===== src/rtl/ws2812_frame_ctl.sv =====
// ws2812_frame_ctl
// Frame controller that sequences a ws2812c LED-strip driver from a
// double-buffered pixel store. Application logic writes 24-bit pixels into
// the back buffer and commits. The buffers swap only at a frame boundary,
// so the strip never shows a half-updated frame. A frame starts on a
// periodic refresh or on a commit.
//
// Ports
//   clk              system clock
//   reset            synchronous, active-low reset
//   wr_en            write strobe into the back buffer
//   wr_addr          pixel index for the write (out-of-range writes are dropped)
//   wr_data          pixel value {red, green, blue}
//   commit           single-cycle request to display the back buffer
//   drv_address      pixel index requested by the driver
//   drv_new_address  driver pulse, one per pixel consumed
//   drv_reset        active-high driver reset / frame restart
//   red/green/blue   registered pixel data for drv_address (0 if out of range)
//   busy             high in HOLD, RUN and DONE
//   swap_pending     commit accepted, swap not yet done
//   frame_done       one-cycle pulse at the end of a completed frame
//   timeout          sticky RUN-abort flag, cleared only by reset
module ws2812_frame_ctl #(
    parameter int  NUM_LEDS       = 8,
    parameter int  REFRESH_CYCLES = 800000,
    parameter int  RESET_HOLD     = 16,
    parameter int  TIMEOUT_CYCLES = 100000,
    localparam int ADDR_W         = $clog2(NUM_LEDS)
) (
    input  logic              clk,
    input  logic              reset,
    input  logic              wr_en,
    input  logic [ADDR_W-1:0] wr_addr,
    input  logic [23:0]       wr_data,
    input  logic              commit,
    input  logic [ADDR_W-1:0] drv_address,
    input  logic              drv_new_address,
    output logic              drv_reset,
    output logic [7:0]        red,
    output logic [7:0]        green,
    output logic [7:0]        blue,
    output logic              busy,
    output logic              swap_pending,
    output logic              frame_done,
    output logic              timeout
);

    typedef enum logic [1:0] {
        S_IDLE,
        S_HOLD,
        S_RUN,
        S_DONE
    } state_t;

    localparam int CNT_W = ADDR_W + 1;
    localparam int PIX_W = $clog2(NUM_LEDS + 1);

    // Address bounds are compared one bit wider than the address so that
    // power-of-two strip lengths still produce a meaningful comparison.
    localparam logic [CNT_W-1:0] LED_COUNT    = CNT_W'(NUM_LEDS);
    localparam logic [PIX_W-1:0] LAST_PIX     = PIX_W'(NUM_LEDS - 1);
    localparam logic [31:0]      REFRESH_LAST = 32'(REFRESH_CYCLES - 1);
    localparam logic [31:0]      HOLD_LAST    = 32'(RESET_HOLD - 1);
    localparam logic [31:0]      TIMEOUT_LAST = 32'(TIMEOUT_CYCLES - 1);

    state_t            r_state;
    state_t            w_next_state;
    logic              w_swap;
    logic              w_abort;
    logic              w_hold_entry;
    logic              w_wr_ok;
    logic              w_rd_ok;

    logic              r_drv_reset;
    logic              r_front_sel;
    logic              r_swap_pending;
    logic              r_timeout;
    logic [31:0]       r_timer;      // cycles since last HOLD entry, saturating
    logic [31:0]       r_cyc_cnt;    // cycles spent in the current state
    logic [PIX_W-1:0]  r_pix_cnt;    // driver pulses seen in this frame
    logic [23:0]       r_rgb;

    logic [23:0]       r_mem [2][NUM_LEDS];

    assign w_wr_ok      = wr_en && ({1'b0, wr_addr} < LED_COUNT);
    assign w_rd_ok      = {1'b0, drv_address} < LED_COUNT;
    assign w_hold_entry = (w_next_state == S_HOLD) && (r_state != S_HOLD);

    // NOTE: every signal driven here gets a default first, so no path through
    // the case statement leaves a value held and no latch is inferred.
    always_comb begin
        w_next_state = r_state;
        w_swap       = 1'b0;
        w_abort      = 1'b0;
        busy         = (r_state != S_IDLE);
        frame_done   = (r_state == S_DONE);
        case (r_state)
            S_IDLE: begin
                if (r_swap_pending) begin
                    w_swap       = 1'b1;
                    w_next_state = S_HOLD;
                end else if (r_timer >= REFRESH_LAST) begin
                    w_next_state = S_HOLD;
                end
            end
            S_HOLD: begin
                if (r_cyc_cnt == HOLD_LAST) begin
                    w_next_state = S_RUN;
                end
            end
            S_RUN: begin
                // Completion wins over the timeout if both land on the same cycle.
                if (drv_new_address && (r_pix_cnt == LAST_PIX)) begin
                    w_next_state = S_DONE;
                end else if (r_cyc_cnt == TIMEOUT_LAST) begin
                    w_abort      = 1'b1;
                    w_next_state = S_IDLE;
                end
            end
            S_DONE: begin
                w_next_state = S_IDLE;
            end
            default: begin
                w_next_state = S_IDLE;
            end
        endcase
    end

    // NOTE: sequential state uses non-blocking assignments only, so every
    // register here sees the pre-edge values of the others.
    always_ff @(posedge clk) begin
        if (!reset) begin
            r_state        <= S_IDLE;
            r_drv_reset    <= 1'b1;
            r_front_sel    <= 1'b0;
            r_swap_pending <= 1'b0;
            r_timeout      <= 1'b0;
            r_timer        <= '0;
            r_cyc_cnt      <= '0;
            r_pix_cnt      <= '0;
            r_rgb          <= '0;
        end else begin
            r_state     <= w_next_state;
            // Registered from the next state so it tracks HOLD exactly while
            // still coming out of reset high.
            r_drv_reset <= (w_next_state == S_HOLD);

            // A commit landing on the swap cycle is merged into that swap: the
            // same-cycle write also lands in the newly displayed buffer.
            if (w_swap) begin
                r_front_sel    <= ~r_front_sel;
                r_swap_pending <= 1'b0;
            end else if (commit) begin
                r_swap_pending <= 1'b1;
            end

            if (w_abort) begin
                r_timeout <= 1'b1;
            end

            if (w_hold_entry) begin
                r_timer <= '0;
            end else if (r_timer < REFRESH_LAST) begin
                r_timer <= r_timer + 32'd1;
            end

            r_cyc_cnt <= (w_next_state != r_state) ? '0 : r_cyc_cnt + 32'd1;

            if (r_state == S_HOLD) begin
                r_pix_cnt <= '0;
            end else if ((r_state == S_RUN) && drv_new_address) begin
                r_pix_cnt <= r_pix_cnt + PIX_W'(1);
            end

            r_rgb <= w_rd_ok ? r_mem[r_front_sel][drv_address] : '0;
        end
    end

    // NOTE: the pixel store has no reset; frame content survives a reset and
    // a plain RAM can be inferred.
    always_ff @(posedge clk) begin
        if (w_wr_ok) begin
            r_mem[~r_front_sel][wr_addr] <= wr_data;
        end
    end

    assign drv_reset    = r_drv_reset;
    assign swap_pending = r_swap_pending;
    assign timeout      = r_timeout;
    assign red          = r_rgb[23:16];
    assign green        = r_rgb[15:8];
    assign blue         = r_rgb[7:0];

endmodule


===== config.mk =====
export PLATFORM = sky130hd
export DESIGN_NAME = ws2812_frame_ctl
export DESIGN_NICKNAME = d
export VERILOG_FILES = /design/src/rtl/ws2812_frame_ctl.sv
export SDC_FILE = /design/constraint.sdc
export NUM_CORES = 1
export LEC_CHECK = 0
export BUFFER_PORTS_ARGS = -buffer_cell sky130_fd_sc_hd__buf_2
export CORE_MARGIN = 3
export CORE_UTILIZATION = 50
export DETAILED_ROUTE_END_ITERATION = 10
export GPL_ROUTABILITY_DRIVEN = 0
export PLACE_DENSITY_LB_ADDON = 0.08
export SLEW_MARGIN = 20
export SYNTH_ARGS = -nofsm -noshare
export SYNTH_HDL_FRONTEND = slang
export SYNTH_SLANG_ARGS = --single-unit

===== constraint.sdc =====
create_clock -name clk -period 4.9 [get_ports clk]
set_clock_uncertainty 0.2 [all_clocks]
set_input_delay 0.49 -clock clk [delete_from_list [all_inputs] [get_ports clk]]
set_output_delay 0.49 -clock clk [all_outputs]
set_load 0.02 [all_outputs]

# Word-level counts from Yosys, hierarchy flattened
# Memory sizes are Yosys's and may differ from the RTL's. A register that Yosys moved wholly into a read port is not among the register bits.
# Cells that the tools add are included.
# W data, S select, Z words.
[word_totals]
register_bits = 98
mem_bits_rw = 384
in_bits = 35
output_inout_bits = 29
elab_cells = 61
n_memories = 1
[op_classes]
add_sub_neg = 3
order_cmp = 5
n_eq_ne = 9
n_mux = 20
bitwise = 4
reduce_logical = 10
[memory_table]
columns = ["name", "depth", "word_bits", "rd", "rd_ports_with_merged_regs", "write_ports", "line", "rtl"]
rows = [
  ["r_mem", 2, 192, 1, 1, 1, "83", "logic [23:0] r_mem [2][NUM_LEDS];"],
]
[op_table]
columns = ["op", "count"]
rows = [
  ["$mux W192", 1],
  ["$bmux W24 S3", 1],
  ["$demux W24 S3", 1],
  ["$mux W24", 3],
  ["$add A32 B1 Y32 const B", 2],
  ["$eq A32 B17 Y1 const B", 1],
  ["$eq A32 B4 Y1 const B", 1],
  ["$ge A32 B20 Y1 const B", 1],
  ["$lt A32 B20 Y1 const B", 1],
  ["$mux W2", 5],
  ["$ge A4 B4 Y1 const B", 2],
  ["$mux W1", 8],
  ["$not A3 Y4", 2],
  ["$pmux W2 S4", 1],
  ["$reduce_or A2 Y1", 4],
  ["$add A4 B1 Y4 const B", 1],
  ["$eq A2 B1 Y1 const B", 2],
  ["$eq A2 B2 Y1 const B", 2],
  ["$eq A4 B3 Y1 const B", 1],
  ["$logic_and A1 B1 Y1", 4],
  ["$lt A4 B1 Y1 const B", 1],
  ["$logic_not A2 Y1", 1],
  ["$ne A2 B1 Y1 const B", 1],
  ["$ne A2 B2 Y1", 1],
  ["2 further kinds", 3],
]

# Longest topological paths before layout
# Gate-level depths: netlist of run 1.
[depth]
word_depth = 7
depth_mapped = 8
depth_no_buf = 6

# Least setup slack after synthesis of run 1
# OpenSTA, ideal clock, no wires.
[synth_timing]
path_type = "input -> register"
start = "input port wr_addr[2]"
end = "memory r_mem[0][168] in the netlist's numbering, enable pin"
arrival_time_ns = 3.068
t_required_ns = 4.234
setup_slack_ns = 1.166
path_stages = 2
cell_sequence = "clkbuf_1 > nor4_1"
[synth_via]
elab_chain_cells = 6
[synth_lines]
columns = ["item", "line", "rtl"]
rows = [
  ["from (decl)", "33", "input logic [ADDR_W-1:0] wr_addr,"],
  ["$not A3 Y4 (*)", "183", "r_mem[~r_front_sel][wr_addr] <= wr_data;"],
  ["$ge A4 B4 Y1 (implied by the code) or $lt A4 B1 Y1 (tied branches)", "183", ""],
  ["$logic_and A1 B1 Y1 (implied by the code)", "183", ""],
  ["$mux W24 (implied by the code)", "183", ""],
  ["$demux W24 S3 (*)", "183", ""],
  ["$mux W192 (implied by the code) (*)", "183", ""],
  ["to (decl)", "83", ""],
]
# Mark *: on every way between the ends. The rest lies on a longest branch, timed or not.

==> summary.txt, run 1 <==
Setup crit start kind: flop
P&R area growth vs syn: 14.3%
Avg Inst Size Synth: 18.2 sq um
First-pass GRT wire length: 58800 um
Top FF cell, synth: edfxtp_1
H-tree levels: 2
Via density: 5.82
Seq/Total Area, Yosys: 72.6%
CTS tree: done
Max Clk Rate: 0.330 GHz
IO buf count: 63
Vias in the first global route: 9520
Synth warn: 0
Post-layout util: 58.1%
Clock Latency Late Sink: 0.59 ns
Pins Over Slew Limit: 0
Gr ovfl total: 0
Via count: 9422
Sequential share of power: 52.3%
FF/Latch Area: 13500 sq um
Fin crit share: 61.8%
Fillers: 2835
Most frequent cells in the layout: edfxtp_1 (384), mux4_2 (120), dfxtp_1 (98)
Hold Startpoint: wr_data[19]
Most common cell after layout, fill and taps aside: edfxtp_1
Yosys reg bits: 483
CP required: 5.18 ns
Multi-input logic area: 4920 sq um
Die width: 199 um
Clk buf depth: 3
Post-synthesis cell type count: 50
Peak supply drop: 0.305 mV
# IOs: 64
Worst-path clk slew: 0.06 ns
TritonRoute pass-1 iters: 4
Ys async rst share: 0%
Setup violations, final: 0
Worst EP arrival: 3.31 ns
Power Total: 8.71 mW
Initial Util: 50.8%
Status: complete, no violations
Placed Cells: 1523
RSZ-0062 raised after global routing: no
Detailed Place HPWL: 21900 um
Slew HR: 27.8%
Crit path kind: reg2reg
Drt wl/cell: 23.9 um
Full die area: 39600 sq um
DRC Markers: 0
Syn Inst Count: 1021
Largest fanout of any net on the critical path: 42
Max Cap Viol: 0
Fin cells: 1618
Row cnt: 70
Die height: 199 um
Share of cells above drive strength 1: 26.3%
Number of synthesized flops with an enable pin: 384
NetSw: 1.84 mW
Drt initial violations: 497
CTS buffer count: 50
Pleak: 6.78 nW
Final hold vios: 0
Min Clock Period, post-route: 3.03 ns
Initial antenna violation count: 1
Total GRT Usage: 20.2%
Kind of end point of the critical path: flop
Dpl cell area: 19700 sq um
Final TNS setup: 0 ns
Final instance area: 21300 sq um
Syn nets: 1059
Post-Syn Area: 18600 sq um
Pwr Density: 409 nW/um^2
Worst Tran Pin Value: 1.08 ns
Clk pwr share: 41.8%
Switching share of power: 21.1%
Post-route ant nets: 0
Pin count of the biggest net entering global routing: 52
Reg2Reg Setup Slack: 1.87 ns
Core outline area: 36600 sq um
Pint: 6.87 mW
Comb power frac: 5.9%
Clk sink count: 483
Hold WC Path Type: in2reg
Clock root cell: clkbuf_16
Post-layout net count: 1146
Final wirelength: 38700 um
routing by layer:
layer	vias up	global-route usage, %	part of all wire (%)
li1	4299	-	-
met1	4863	28.8	44
met2	208	32.3	49
met3	52	3.68	5.2
met4	0	5.83	1.9
met5	-	0	0
Yosys cell counts (7+ instances only):
cell / n / area [sq um]
o21ai_0: 10 / 50.1
xor2_1: 22 / 193
and2_1: 34 / 213
inv_1: 22 / 82.6
nand3_1: 21 / 105
o31ai_1: 11 / 82.6
and3_1: 8 / 50.1
nor2_1: 32 / 120
nor4_1: 13 / 81.3
clkbuf_1: 44 / 165
and4_1: 7 / 61.3
nand4_1: 23 / 144
a21oi_1: 51 / 255
edfxtp_1: 384 / 11500
nand2_1: 22 / 82.6
mux4_2: 120 / 2700
or4_1: 12 / 90.1
dfxtp_1: 99 / 1980
buf_2: 7 / 35.0
xnor2_1: 9 / 78.8
nor3_1: 17 / 85.1
repair_timing:
action	in CTS	in global routing
buffers inserted	0	0
resized for setup	0	0
hold buffers	1	0
endpoints found under the hold margin	1	0
through the flow:
stage	hold slack, ns	setup slack [ns]
floorplan	0.208	1.17
global placement	0.215	1.82
detailed placement	0.218	1.78
CTS	0.0337	1.78
global route	0.0658	1.58
finish	0.0714	1.87
power by group through the flow:
stage	Clock [mW]	Combinational (mW)	Sequential [mW]
final	3.64	0.511	4.56
after global routing	3.92	0.555	4.56
after CTS	3.74	0.526	4.56
after detailed placement	0	0.525	4.64
after global placement	0	0.514	4.64
after floorplan	0	0.336	4.64
cells by family after synthesis:
| kind of cell | synth area share, % |
|---|---|
| XOR/XNOR | 1.46 |
| buffers and inverters | 1.66 |
| flip-flops | 72.6 |
| multiplexers | 14.6 |
| adder cells (fa/ha/maj) | 0.202 |
| AND/OR/NAND/NOR | 6.44 |
| AO/OA/AOI/OAI | 3.02 |
worst max-delay path: stages (launching register included):
cell	delay, ns
dfxtp_4	0.95
buf_4	0.55
mux4_2	0.57
mux4_2	0.47
and2_1	0.16
registers in the layout (all words and copies together), names as in the netlist, named ones only:
name and count:
r_cyc_cnt 32, r_pix_cnt 4, r_front_sel 1, timeout 1, r_rgb 24, r_timer 32
r_state 2, r_mem 384, drv_reset 1, swap_pending 1
cell type report:
type	count	area share [%]
antenna	3	0.0353
clock buffer	68	6.30
clock inverter	23	1.10
inverter	22	0.388
multi-input combinational	460	23.1
sequential	483	63.5
tap	468	2.75
timing repair buffer	91	2.74
path summary, 6_finish.rpt:
kind	endpoint	cells past startpoint
worst min-delay path	r_mem[1][187]	1
worst max-delay path	r_rgb[12]	4
worst max register to register	r_rgb[12]	4
worst min register to register	r_timer[28]	2
No activity file was read; power rests on OpenSTA's default activity.
==> run 2, diff against run 1 <==
==> constraint.sdc (replaced) <==
create_clock -name clk -period 2.99 [get_ports clk]
set_clock_uncertainty 0.2 [all_clocks]
set_input_delay 0.299 -clock clk [delete_from_list [all_inputs] [get_ports clk]]
set_output_delay 0.299 -clock clk [all_outputs]
set_load 0.02 [all_outputs]
==> run 2 against run 1 <==
Non-clock buffer count is 40 higher. Combinational power is 81% higher. Flip-flop and latch count stayed put. First-iteration DRC count is 2.4% higher. Global-route usage is 0.099 points higher. Fmax is 24% higher. Clock power is 72% higher. Count of clock-buffer cells in the layout is 8 lower. Register-to-register slack worse by 1.3 ns. Worst setup slack worse by 1.3 ns.
==> summary.txt, run 2 (synthesized netlist as in run 1, its figures left out) <==
Max Cap Viol: 0 (unchanged)
Initial antenna violation count: 1 (unchanged)
Slew HR: 60.5% (+33 points)
Drt initial violations: 509 (+2.4%)
Vias in the first global route: 9828 (+3.2%)
Gr ovfl total: 0 (unchanged)
Setup violations, final: 0 (unchanged)
Comb power frac: 6.3% (+0.4 points)
Min Clock Period, post-route: 2.44 ns (-0.586 ns)
CTS tree: done
Pins Over Slew Limit: 0 (unchanged)
Via density: 5.80 (-0.38%)
Max Clk Rate: 0.409 GHz (+24%)
Post-layout util: 59.5% (+1.4 points)
Clk pwr share: 42.8% (+1.0 points)
Most frequent cells in the layout: edfxtp_1 (384), mux4_2 (120), dfxtp_1 (98)
RSZ-0062 raised after global routing: no
Share of cells above drive strength 1: 27.5% (+1.2 points)
Clock root cell: clkbuf_16
First-pass GRT wire length: 59800 um (+1.7%)
IO buf count: 63 (unchanged)
Inserted Diodes: 0 (-3)
Post-route ant nets: 0 (unchanged)
Via count: 9607 (+2.0%)
Core outline area: 36600 sq um (unchanged)
Largest reg by FF count: r_mem
Final wirelength: 38900 um (+0.41%)
Clock Latency Late Sink: 0.59 ns (about the same)
P&R area growth vs syn: 17.0%
Pwr Density: 671 nW/um^2 (+64%)
Worst EP arrival: 2.75 ns (-0.56 ns)
Setup crit start kind: flop
Most common cell after layout, fill and taps aside: edfxtp_1
Kind of end point of the critical path: flop
Row cnt: 70 (unchanged)
Clk buf depth: 3 (unchanged)
Post-layout net count: 1185 (+3.4%)
TritonRoute pass-1 iters: 5 (+1)
Clk sink count: 483 (unchanged)
Switching share of power: 21.3% (+0.12 points)
Hold WC Path Type: in2reg
Final hold vios: 0 (unchanged)
Max FFs per register: 384 (unchanged)
Die height: 199 um (unchanged)
Worst-path clk slew: 0.06 ns (about the same)
Sequential share of power: 50.8% (-1.5 points)
CTS buffer count: 49 (-2.0%)
Detailed Place HPWL: 21700 um (-0.60%)
Status: complete, no violations
Largest fanout of any net on the critical path: 29 (-31%)
Drt wl/cell: 23.5 um (-1.9%)
Initial Util: 50.8% (unchanged)
H-tree levels: 2 (unchanged)
Fin crit share: 81.7% (+20 points)
Full die area: 39600 sq um (unchanged)
Pleak: 7.04 nW (+3.8%)
Peak supply drop: 0.594 mV (+95%)
Regs by FF count: r_mem x384, r_cyc_cnt x32, r_timer x32
DRC Markers: 0 (unchanged)
Total GRT Usage: 20.3% (+0.099 points)
CP required: 3.29 ns (-1.89 ns)
Worst Tran Pin Value: 0.591 ns (-0.489 ns)
Pint: 11.5 mW (+68%)
Pin count of the biggest net entering global routing: 66 (+27%)
NetSw: 3.11 mW (+69%)
Crit path kind: reg2reg
Tightest hold margin: 0.121 ns (+0.0495 ns)
Die width: 199 um (unchanged)
# IOs: 64 (unchanged)
run 2: changes by cell type in the layout (fill, tap and decap cells not counted), moves of 2 or more:
cell,previous run,this run
clkbuf_8,0,4
diode_2,3,0
buf_16,2,0
clkinv_2,6,13
buf_4,25,30
nor4_2,0,2
bufinv_16,4,6
clkbuf_1,17,6
dlygate4sd3_1,1,28
nor4_4,2,0
buf_12,1,11
run 2: timing repair:
item	4_1_cts	5_1_grt
hold buffers	28	0
setup endpoints to repair	0	0
setup buffers	0	0
endpoints found under the hold margin	397	0
gates resized for setup	0	0
run 2: metrics by stage:
| stage | total power [mW] | cell area, sq um | setup TNS [ns] | setup WS [ns] | cells |
|---|---|---|---|---|---|
| 4_1_cts | 14.8 | 21800 | 0 | 0.553 | 1656 |
| 5_1_grt | 15.1 | 21800 | 0 | 0.366 | 1656 |
| 3_3_place_gp | 8.48 | 19800 | 0 | 0.620 | 1536 |
| 2_1_floorplan | 8.15 | 18600 | -27.23 | -0.553 | 1021 |
| 6_report | 14.6 | 21800 | 0 | 0.546 | 1656 |
| 3_5_place_dp | 8.49 | 19800 | 0 | 0.582 | 1536 |
run 2: layout make-up:
| type | count | area, sq um |
|---|---|---|
| clock buffers | 60 | 1330 |
| well taps | 468 | 586 |
| clock inverters | 32 | 337 |
| flip-flops and latches | 483 | 13500 |
| multi-input cells | 460 | 4890 |
| repair buffers | 131 | 1040 |
| fillers | 2743 | 14800 |
| inverters | 22 | 82.6 |
run 2: worst paths after layout:
| kind | start | slack [ns] | cells past startpoint | end |
|---|---|---|---|---|
| setup / recovery | r_timer[15] | 0.55 | 6 | r_timer[9] |
| hold / removal | wr_addr[0] | 0.12 | 3 | r_mem[0][31] |
| setup reg to reg | r_timer[15] | 0.55 | 6 | r_timer[9] |
| hold reg to reg | r_timer[26] | 0.23 | 2 | r_timer[26] |
run 2: per-layer routing:
layer  wire length [um]  vias to the layer above  GRT usage [%]
met5                 13                        -              0
met4                748                        2           5.18
met3               1860                       52           3.93
met2              19500                      208           33.7
met1              16700                     4977           28.0
li1                   -                     4368              -
run 2: worst max-delay path: stages, from the launching register on:
cell and delay (ns):
dfxtp_1 0.35, or4_1 0.56, o211ai_2 0.24, o211ai_2 0.11, buf_4 0.22, or4_1 0.51
a21oi_1 0.16
run 2: power groups by stage:
stage | Clock (mW) | Sequential [mW] | Combinational, mW
finish | 6.26 | 7.43 | 0.927
CTS | 6.41 | 7.43 | 0.952
global placement | 0 | 7.57 | 0.915
detailed placement | 0 | 7.57 | 0.920
floorplan | 0 | 7.60 | 0.551
global route | 6.68 | 7.43 | 1.01
==> run 3, diff against run 2 <==
==> constraint.sdc (replaced) <==
create_clock -name clk -period 2.55 [get_ports clk]
set_clock_uncertainty 0.2 [all_clocks]
set_input_delay 0.255 -clock clk [delete_from_list [all_inputs] [get_ports clk]]
set_output_delay 0.255 -clock clk [all_outputs]
set_load 0.02 [all_outputs]
==> run 3 against run 2 <==
Cell count grew 0.91%. Critical path depth is the same. Sequential power up 17%. Combinational power rose by 23%. Sequential share of layout area decreased by 0.53 points. Hold slack got worse by 0.043 ns. Clock power increased by 12%. Worst setup slack worse by 0.41 ns. Wire length rose by 1.5%. Power is 16% higher. Flip-flop and latch count did not move.
==> summary.txt, run 3 (synthesized netlist as in run 1, its figures left out) <==
Fin cells: 1671 (+0.91%)
Peak supply drop: 0.611 mV (+2.7%)
Inserted Diodes: 0 (unchanged)
Setup crit start kind: flop
Hold WC Path Type: in2reg
Largest reg by FF count: r_mem
Comb power frac: 6.8% (+0.5 points)
# IOs: 64 (unchanged)
Min Clock Period, post-route: 2.41 ns (-0.0337 ns)
Pint: 13.3 mW (+16%)
Most frequent cells in the layout: edfxtp_1 (384), mux4_2 (120), dfxtp_1 (98)
Crit path kind: reg2reg
Multi-input logic area: 4910 sq um (+0.36%)
Detailed Place HPWL: 22500 um (+3.5%)
Regs by FF count: r_mem x384, r_cyc_cnt x32, r_timer x32
Launch point of the worst reg-to-reg path: r_timer[15]
Vias in the first global route: 9871 (+0.44%)
Clk pwr share: 41.7% (-1.1 points)
Worst Hold Depth: 2 (-1)
Clk sink count: 483 (unchanged)
Pre-CTS WS: 0.162 ns (-0.421 ns)
First-pass GRT wire length: 60800 um (+1.6%)
Fin crit share: 94.5% (+13 points)
Fillers: 2738 (-0.18%)
NetSw: 3.56 mW (+15%)
Initial antenna violation count: 1 (unchanged)
Sequential share of power: 51.6% (+0.8 points)
Tightest hold margin: 0.0783 ns (-0.0427 ns)
Reg2Reg Setup Slack: 0.14 ns (-0.41 ns)
CTS buffer count: 50 (+2.0%)
Full die area: 39600 sq um (unchanged)
Clk buf depth: 3 (unchanged)
Status: complete, no violations
Via count: 9697 (+0.94%)
Pleak: 7.13 nW (+1.2%)
RSZ-0062 raised after global routing: no
P&R area growth vs syn: 18.0%
Switching share of power: 21.1% (-0.17 points)
Pwr Density: 769 nW/um^2 (+15%)
Worst Hold Path EP: r_mem[1][51]
Drt initial violations: 731 (+44%)
Gr ovfl total: 0 (unchanged)
Drt wl/cell: 23.6 um (+0.62%)
Worst EP arrival: 2.71 ns (-0.04 ns)
Max FFs per register: 384 (unchanged)
CTS tree: done
Register-to-Register Path Depth: 6 (unchanged)
Max Cap Viol: 0 (unchanged)
Largest fanout of any net on the critical path: 29 (unchanged)
Placed Cells: 1549 (+0.85%)
Most common cell after layout, fill and taps aside: edfxtp_1
Worst-path clk slew: 0.06 ns (about the same)
Initial Util: 50.8% (unchanged)
Max Clk Rate: 0.415 GHz (+1.4%)
Core outline area: 36600 sq um (unchanged)
End of the worst register-to-register path: r_timer[17]
Pins Over Slew Limit: 0 (unchanged)
IO buf count: 63 (unchanged)
Die width: 199 um (unchanged)
Post-CTS Setup Bufs: 0 (unchanged)
Die height: 199 um (unchanged)
FF/Latch Area: 13500 sq um (unchanged)
Clock root cell: clkbuf_16
Worst Tran Pin Value: 0.585 ns (-0.00630 ns)
DRC Markers: 0 (unchanged)
CP required: 2.85 ns (-0.44 ns)
Share of cells above drive strength 1: 27.7% (+0.16 points)
Clock Latency Late Sink: 0.58 ns (about the same)
Via density: 5.80 (about the same)
Post-layout util: 60.0% (+0.52 points)
Final wirelength: 39500 um (+1.5%)
Setup violations, final: 0 (unchanged)
Total GRT Usage: 20.6% (+0.34 points)
Row cnt: 70 (unchanged)
Pin count of the biggest net entering global routing: 45 (-32%)
Post-route ant nets: 0 (unchanged)
TritonRoute pass-1 iters: 4 (-1)
Slew HR: 60.9% (+0.40 points)
Post-layout net count: 1200 (+1.3%)
Hold Startpoint: wr_addr[1]
Kind of end point of the critical path: flop
H-tree levels: 2 (unchanged)
Final hold vios: 0 (unchanged)
Worst Slack Setup Final: 0.140 ns (-0.406 ns)
==> run 3: cell types whose count changed in the layout (fill, tap and decap cells not counted), sizes merged <==
cell,previous run,this run
bufinv,6,3
clkinvlp,3,1
dlygate4sd3,28,29
clkbuf,60,70
buf,103,116
clkinv,21,17
==> run 3: per-layer routing <==
layer	global-route usage [%]	part of all wire, %	up-vias
met1	29.2	44	5017
met5	0	0.033	-
met2	33.8	50	217
met4	4.76	1.9	2
li1	-	-	4402
met3	3.95	4.5	59
==> run 3: how the worst max path moves through the flow <==
stage,from,end,slack (ns)
5_1_grt,r_timer[15],r_timer[15],0.02
2_1_floorplan,wr_addr[2],r_mem[0][144],-0.43
6_report,r_timer[15],r_timer[17],0.14
3_5_place_dp,r_timer[14],r_timer[9],0.16
4_1_cts,r_timer[15],r_timer[13],0.15
3_3_place_gp,r_timer[14],r_timer[9],0.20
==> run 3: layout make-up <==
| cell class | count | share of cell area [%] |
|---|---|---|
| repair buffers | 145 | 5.83 |
| clock inverters | 23 | 0.883 |
| well taps | 468 | 2.67 |
| flip-flops and latches | 483 | 61.5 |
| inverters | 22 | 0.376 |
| multi-input cells | 460 | 22.4 |
| clock buffers | 70 | 6.36 |
==> run 3: power by group through the flow <==
| stage | Combinational, mW | Clock, mW | Sequential [mW] |
|---|---|---|---|
| global route | 1.24 | 7.51 | 8.72 |
| CTS | 1.17 | 7.21 | 8.71 |
| global placement | 1.12 | 0 | 8.87 |
| detailed placement | 1.13 | 0 | 8.88 |
| finish | 1.14 | 7.03 | 8.71 |
| floorplan | 0.647 | 0 | 8.91 |
==> run 3: worst max-delay path, stage by stage, from the launching register on <==
cell and delay (ns):
dfxtp_1 0.34, or4_1 0.56, o211ai_2 0.25, o211ai_2 0.15
buf_12 0.18, or4_1 0.51, a21oi_1 0.14
==> run 3: per-stage QoR <==
step	area [sq um]	TNS [ns]	total power, mW
floorplan	18600	-75.86	9.56
global placement	20100	0	9.99
detailed placement	20100	0	10.0
CTS	22000	0	17.1
global route	22000	0	17.5
finish	22000	0	16.9
==> run 3: what timing repair did <==
item / 4_1_cts / 5_1_grt
hold buffers: 29 / 0
endpoints found under the hold margin: 398 / 0
resized for setup: 0 / 0
